**src/rtl/uart_pkg.sv**
```systemverilog
// +------------------------------------------------------------------+
// | uart_pkg: shared UART constants, status-flag indices, helpers     |
// | Revision: 1.0                                                     |
// +------------------------------------------------------------------+
`default_nettype none

package uart_pkg;

  localparam int UART_NFLAGS = 8;

  localparam int FLG_RXRDY   = 0;
  localparam int FLG_TXEMPTY = 1;
  localparam int FLG_FRAME   = 2;
  localparam int FLG_PARITY  = 3;
  localparam int FLG_RXOVR   = 4;

  function automatic int id_width(input int n);
    return (n <= 1) ? 1 : $clog2(n);
  endfunction

endpackage

`default_nettype wire

```
**src/rtl/rs_flag_cell.sv**
```systemverilog
// +------------------------------------------------------------------+
// | rs_flag_cell: one sticky set/reset flag with edge detect + ovf    |
// | Revision: 1.0                                                     |
// +------------------------------------------------------------------+
`default_nettype none

module rs_flag_cell
  import uart_pkg::*;
#(
  parameter bit SET_DOMINANT = 1'b0,
  parameter bit EDGE_SET     = 1'b1
) (
  input  logic clk,
  input  logic rst,
  input  logic set,
  input  logic clr,
  input  logic w1c,
  output logic flag,
  output logic ovf
);

  logic set_q;
  logic flag_q, flag_d;
  logic ovf_q, ovf_d;
  logic set_ev, clr_ev;

  always_comb begin
    set_ev = EDGE_SET ? (set & ~set_q) : set;
    clr_ev = clr | w1c;

    flag_d = flag_q;
    if (set_ev && clr_ev) begin
      flag_d = SET_DOMINANT;
    end else if (set_ev) begin
      flag_d = 1'b1;
    end else if (clr_ev) begin
      flag_d = 1'b0;
    end

    // Hardware clr does not clear ovf; only the bus W1C does, and it beats a fresh overflow.
    ovf_d = ovf_q;
    if (w1c) begin
      ovf_d = 1'b0;
    end else if (set_ev && flag_q && !clr_ev) begin
      ovf_d = 1'b1;
    end
  end

  always_ff @(posedge clk or posedge rst) begin
    if (rst) begin
      set_q  <= 1'b0;
      flag_q <= 1'b0;
      ovf_q  <= 1'b0;
    end else begin
      set_q  <= set;
      flag_q <= flag_d;
      ovf_q  <= ovf_d;
    end
  end

  assign flag = flag_q;
  assign ovf  = ovf_q;

endmodule

`default_nettype wire

```
**src/rtl/rs_flag_bank.sv**
```systemverilog
// +------------------------------------------------------------------+
// | rs_flag_bank: NCH sticky status flags, mask, irq and pending ID   |
// | Revision: 1.0                                                     |
// +------------------------------------------------------------------+
`default_nettype none

module rs_flag_bank
  import uart_pkg::*;
#(
  parameter int NCH          = UART_NFLAGS,
  parameter bit SET_DOMINANT = 1'b0,
  parameter bit EDGE_SET     = 1'b1,
  parameter int IDW          = id_width(NCH)
) (
  input  logic           clk,
  input  logic           rst,
  input  logic [NCH-1:0] set,
  input  logic [NCH-1:0] clr,
  input  logic           wr_clr,
  input  logic [NCH-1:0] wr_data,
  input  logic           ld_mask,
  input  logic [NCH-1:0] mask_in,
  output logic [NCH-1:0] flags,
  output logic [NCH-1:0] ovf,
  output logic [NCH-1:0] mask,
  output logic           irq,
  output logic [IDW-1:0] pending_id
);

  logic [NCH-1:0] mask_q, mask_d;
  logic           irq_q, irq_d;
  logic [IDW-1:0] pending_id_q, pending_id_d;
  logic [NCH-1:0] w1c;
  logic [NCH-1:0] pending;

  assign w1c = {NCH{wr_clr}} & wr_data;

  for (genvar g = 0; g < NCH; g++) begin : g_cell
    rs_flag_cell #(
      .SET_DOMINANT(SET_DOMINANT),
      .EDGE_SET    (EDGE_SET)
    ) u_cell (
      .clk (clk),
      .rst (rst),
      .set (set[g]),
      .clr (clr[g]),
      .w1c (w1c[g]),
      .flag(flags[g]),
      .ovf (ovf[g])
    );
  end

  assign pending = flags & mask_q;

  always_comb begin
    mask_d = ld_mask ? mask_in : mask_q;
    irq_d  = |pending;
    // Scan high to low so the lowest pending index is the one left standing.
    pending_id_d = '0;
    for (int i = NCH - 1; i >= 0; i--) begin
      if (pending[i]) begin
        pending_id_d = IDW'(i);
      end
    end
  end

  always_ff @(posedge clk or posedge rst) begin
    if (rst) begin
      mask_q       <= '0;
      irq_q        <= 1'b0;
      pending_id_q <= '0;
    end else begin
      mask_q       <= mask_d;
      irq_q        <= irq_d;
      pending_id_q <= pending_id_d;
    end
  end

  assign mask       = mask_q;
  assign irq        = irq_q;
  assign pending_id = pending_id_q;

endmodule

`default_nettype wire

```
**config.mk**
```make
export PLATFORM = sky130hd
export DESIGN_NAME = rs_flag_bank
export DESIGN_NICKNAME = d
export VERILOG_FILES = /design/src/rtl/uart_pkg.sv /design/src/rtl/rs_flag_cell.sv /design/src/rtl/rs_flag_bank.sv
export SDC_FILE = /design/constraint.sdc
export NUM_CORES = 1
export LEC_CHECK = 0
export ABC_CLOCK_PERIOD_IN_PS = 1500
export BUFFER_PORTS_ARGS = -buffer_cell sky130_fd_sc_hd__buf_2
export CORE_MARGIN = 2
export CORE_UTILIZATION = 29
export CTS_CLUSTER_SIZE = 8
export DETAILED_ROUTE_END_ITERATION = 10
export HOLD_SLACK_MARGIN = 0.02
export PLACE_DENSITY = 0.55
export SLEW_MARGIN = 15
export SYNTH_ARGS = -nofsm -noshare
export SYNTH_HDL_FRONTEND = slang
export SYNTH_SLANG_ARGS = --single-unit
```
**constraint.sdc**
```tcl
create_clock -name clk -period 1.5 [get_ports clk]
set_clock_uncertainty 0.05 [all_clocks]
set_input_delay 0.225 -clock clk [delete_from_list [all_inputs] [get_ports clk]]
set_output_delay 0.225 -clock clk [all_outputs]
set_load 0.01 [all_outputs]
```
==> summary.md <==
| Metric | Value |
|---|---|
| Outcome | `finished, final reports clean` |
| Layout cells sized above 1 | `0.3834` |
| #FFs+latches synth | `36` |
| Drt pass-1 iters | `4` |
| Starting Density | `0.2983` |
| ANT cells | `0` |
| Final Total Pwr | `2217 µW` |
| Post-synth EDFFs | `0` |
| Die ar. | `5815 µm²` |
| DRC viols | `0` |
| Largest net degree at the start of global routing | `37` |
| Die Span Y | `76.26 µm` |
| CP max FO | `4` |
| Max clock buf depth | `2` |
| Worst setup EP type | `flop` |
| Root buffer cell | `clkbuf_8` |
| Final nets | `228` |
| Highest clock rate | `0.8443 GHz` |
| Final hold violations | `0` |
| Grt ovf | `0` |
| Vias in the first global route | `1192` |
| FFs w/ async S/R, synth | `1.000` |
| Sinks on Clock Net | `36` |
| Kind of critical path | `flop to flop` |
| Clock transition at path regs | `0.07 ns` |
| Die width | `76.26 µm` |
| Placed cell areas | `1789 µm²` |
| Total CTS buffers | `5` |
| Main combinational cell family by area after synthesis | `compound AO/OA/AOI/OAI gates` |
| Mux share of post-synthesis cell area | `0.05950` |
| GRT Util Overall | `0.1203` |
| Max_cap viols | `0` |
| Syn_nets | `167` |
| Most frequent cell after synthesis | `dfrtp_1` |
| Synth-to-Final Area Change | `31.49%` |
| Worst setup SP type | `flop` |
| R2R depth | `3` |
| Post_cts resized | `0` |
| Min-Delay Path Class | `input pin to flop` |
| Final TNS setup | `0 ns` |
| Synth top area cells | `dfrtp_1 60%, buf_4 7.9%, mux2_1 6.0%` |
| Final wirelength | `3320 µm` |
| Ports | `64` |
| Crit share post-route | `0.7896` |
| DR vias/cell | `4.376` |
| Top cell type's share of synthesized area | `0.5950` |
| Max Slew Vio Count | `0` |
| Initial antenna violation count | `0` |
| First-pass GRT wire length | `5506 µm` |
| WP data arrival | `1.28 ns` |
| Mapped cell area | `1514 µm²` |
| Post-synth top flop | `dfrtp_1` |
| Synth Area in XOR/XNOR | `0` |
| Skew-Pair Late Insertion Delay | `0.28 ns` |
| Synth top cells by count | `36 x dfrtp_1, 16 x buf_4, 9 x inv_1, 9 x nor2_1, 9 x nor2b_1` |
| Placer congestion estimate | `0.6959` |
| Actual slew at the worst max-slew pin | `0.4523 ns` |
| Post-Synthesis Cells | `131` |
| Area occupied by multi-input gates | `444.2 µm²` |
| Minimum clock period | `1.184 ns` |
| Detailed-route via count | `1151` |
| Routed wire length per instance | `12.62 µm` |
| H-Tree Depth | `2` |
| 1st-iter DRT viols | `30` |
| Cell taking the most area after synthesis | `dfrtp_1` |
| Synth Area in Simple Gates | `0.08595` |
| Antenna viol nets, final | `0` |
| Layout filler cell count | `531` |
| Slew headroom | `0.6984` |
| Mapped Avg Cell Area | `11.56 µm²` |
| Buffers on Ports | `63` |
| Core area | `5075 µm²` |
| Cell Pwr Density | `1114 nW/µm²` |
| Required @ worst endpoint | `1.60 ns` |
| Adder-Cell Fraction of Synth Area | `0` |
| YS warnings | `0` |
| Final setup violating endpoints | `0` |
| Detailed Place HPWL | `2411 µm` |
| Post-route cell area | `1991 µm²` |
| Cell variety after synth | `19` |
| IR Drop Worst-Case VDD | `0.0005315 V` |
| # rows | `26` |
| Sequential area share after synthesis | `0.5950` |
| Synth Area in Compound Gates | `0.1479` |
| Hold path depth | `2` |
| Register Area | `900.9 µm²` |
| LEAKAGE | `0.001006 µW` |
| CTS tree | `done` |
| Unrepaired setup endpoints after global routing | `no` |
[cell families after synthesis]
family | after synthesis
simple gates | 27
buf+inv | 28
flops | 36
compound gates | 32
mux | 8
[power breakdown]
group	switching [µW]	leakage [µW]	total (µW)	internal, µW
registers	52.9	0.000456	1090	1040
clock network	342	0.0000541	834	492
logic	150	0.000496	291	142
[timing repair]
action                    CTS  global route
hold buffers                9             0
buffers inserted            0             0
hold endpoints to repair   44             0
[placed cells by master (no fill, tap or decap)]
| cell | Yosys | routed |
|---|---|---|
| buf_2 | 3 | 63 |
| mux2_1 | 8 | 8 |
| clkinv_2 | 0 | 1 |
| a32oi_1 | 2 | 2 |
| a211oi_1 | 8 | 8 |
| dfrtp_1 | 36 | 36 |
| buf_4 | 16 | 1 |
| nand2_1 | 6 | 6 |
| a22oi_2 | 2 | 2 |
| nand3_1 | 1 | 1 |
| a21oi_1 | 8 | 8 |
| nor2b_1 | 9 | 9 |
| nand4_1 | 1 | 1 |
| clkbuf_8 | 0 | 5 |
| a22o_1 | 1 | 1 |
| clkinvlp_4 | 0 | 1 |
| inv_1 | 9 | 9 |
| a31oi_1 | 8 | 8 |
| a221oi_1 | 2 | 2 |
| dlygate4sd3_1 | 0 | 9 |
| and2_1 | 1 | 1 |
| nor2_1 | 9 | 9 |
| o21ai_1 | 1 | 1 |
| bufinv_16 | 0 | 1 |
[flip-flops by register name, summed over array words and instances (netlist names)]
register and flops:
g_cell.u_cell.flag 8, g_cell.u_cell.ovf 8, g_cell.u_cell.set_q 8, mask 8
pending_id 3, irq 1
[critical path, cell delays in order (launching register included)]
cell      delay [ns]
dfrtp_1         0.41
a22o_1          0.26
a221oi_1        0.26
a221oi_1        0.08
[worst paths after layout]
path / slack, ns / from / endpoint
hold reg to reg: 0.47 / g_cell[7].u_cell.ovf / g_cell[7].u_cell.ovf
min in group asynchronous: 0.53 / rst / g_cell[6].u_cell.set_q
max in group asynchronous: 0.55 / rst / pending_id[1]
hold / removal: 0.06 / clr[5] / g_cell[5].u_cell.flag
setup / recovery: 0.32 / mask[6] / pending_id[1]
setup reg to reg: 0.32 / mask[6] / pending_id[1]
[stage by stage]
| step | instances | utilization | hold WS [ns] | setup WS [ns] |
|---|---|---|---|---|
| 4_1_cts | 263 | 0.3923 | 0.04394 | 0.2942 |
| 3_3_place_gp | 246 | 0.3526 | 0.2957 | 0.3688 |
| 5_1_grt | 263 | 0.3923 | 0.04127 | 0.1817 |
| 3_5_place_dp | 246 | 0.3526 | 0.2959 | 0.3256 |
| 2_1_floorplan | 131 | - | 0.2064 | 0.3622 |
| 6_report | 263 | 0.3923 | 0.05561 | 0.3156 |
[per-layer routing]
layer | wire [µm] | track usage | vias up
li1 | - | - | 563
met1 | 1587 | 0.1588 | 541
met2 | 1471 | 0.1832 | 43
met3 | 215 | 0.04147 | 4
met4 | 46 | 0.04364 | 0
met5 | 0 | 0 | -
[final cells by class]
cell class / count / share of cell area
clock buffers: 5 / 0.03457
repair buffers: 73 / 0.2074
well taps: 70 / 0.04400
inverters: 9 / 0.01697
flip-flops and latches: 36 / 0.4525
clock inverters: 3 / 0.02137
multi-input cells: 67 / 0.2231
No activity file was read; power rests on OpenSTA's default activity.
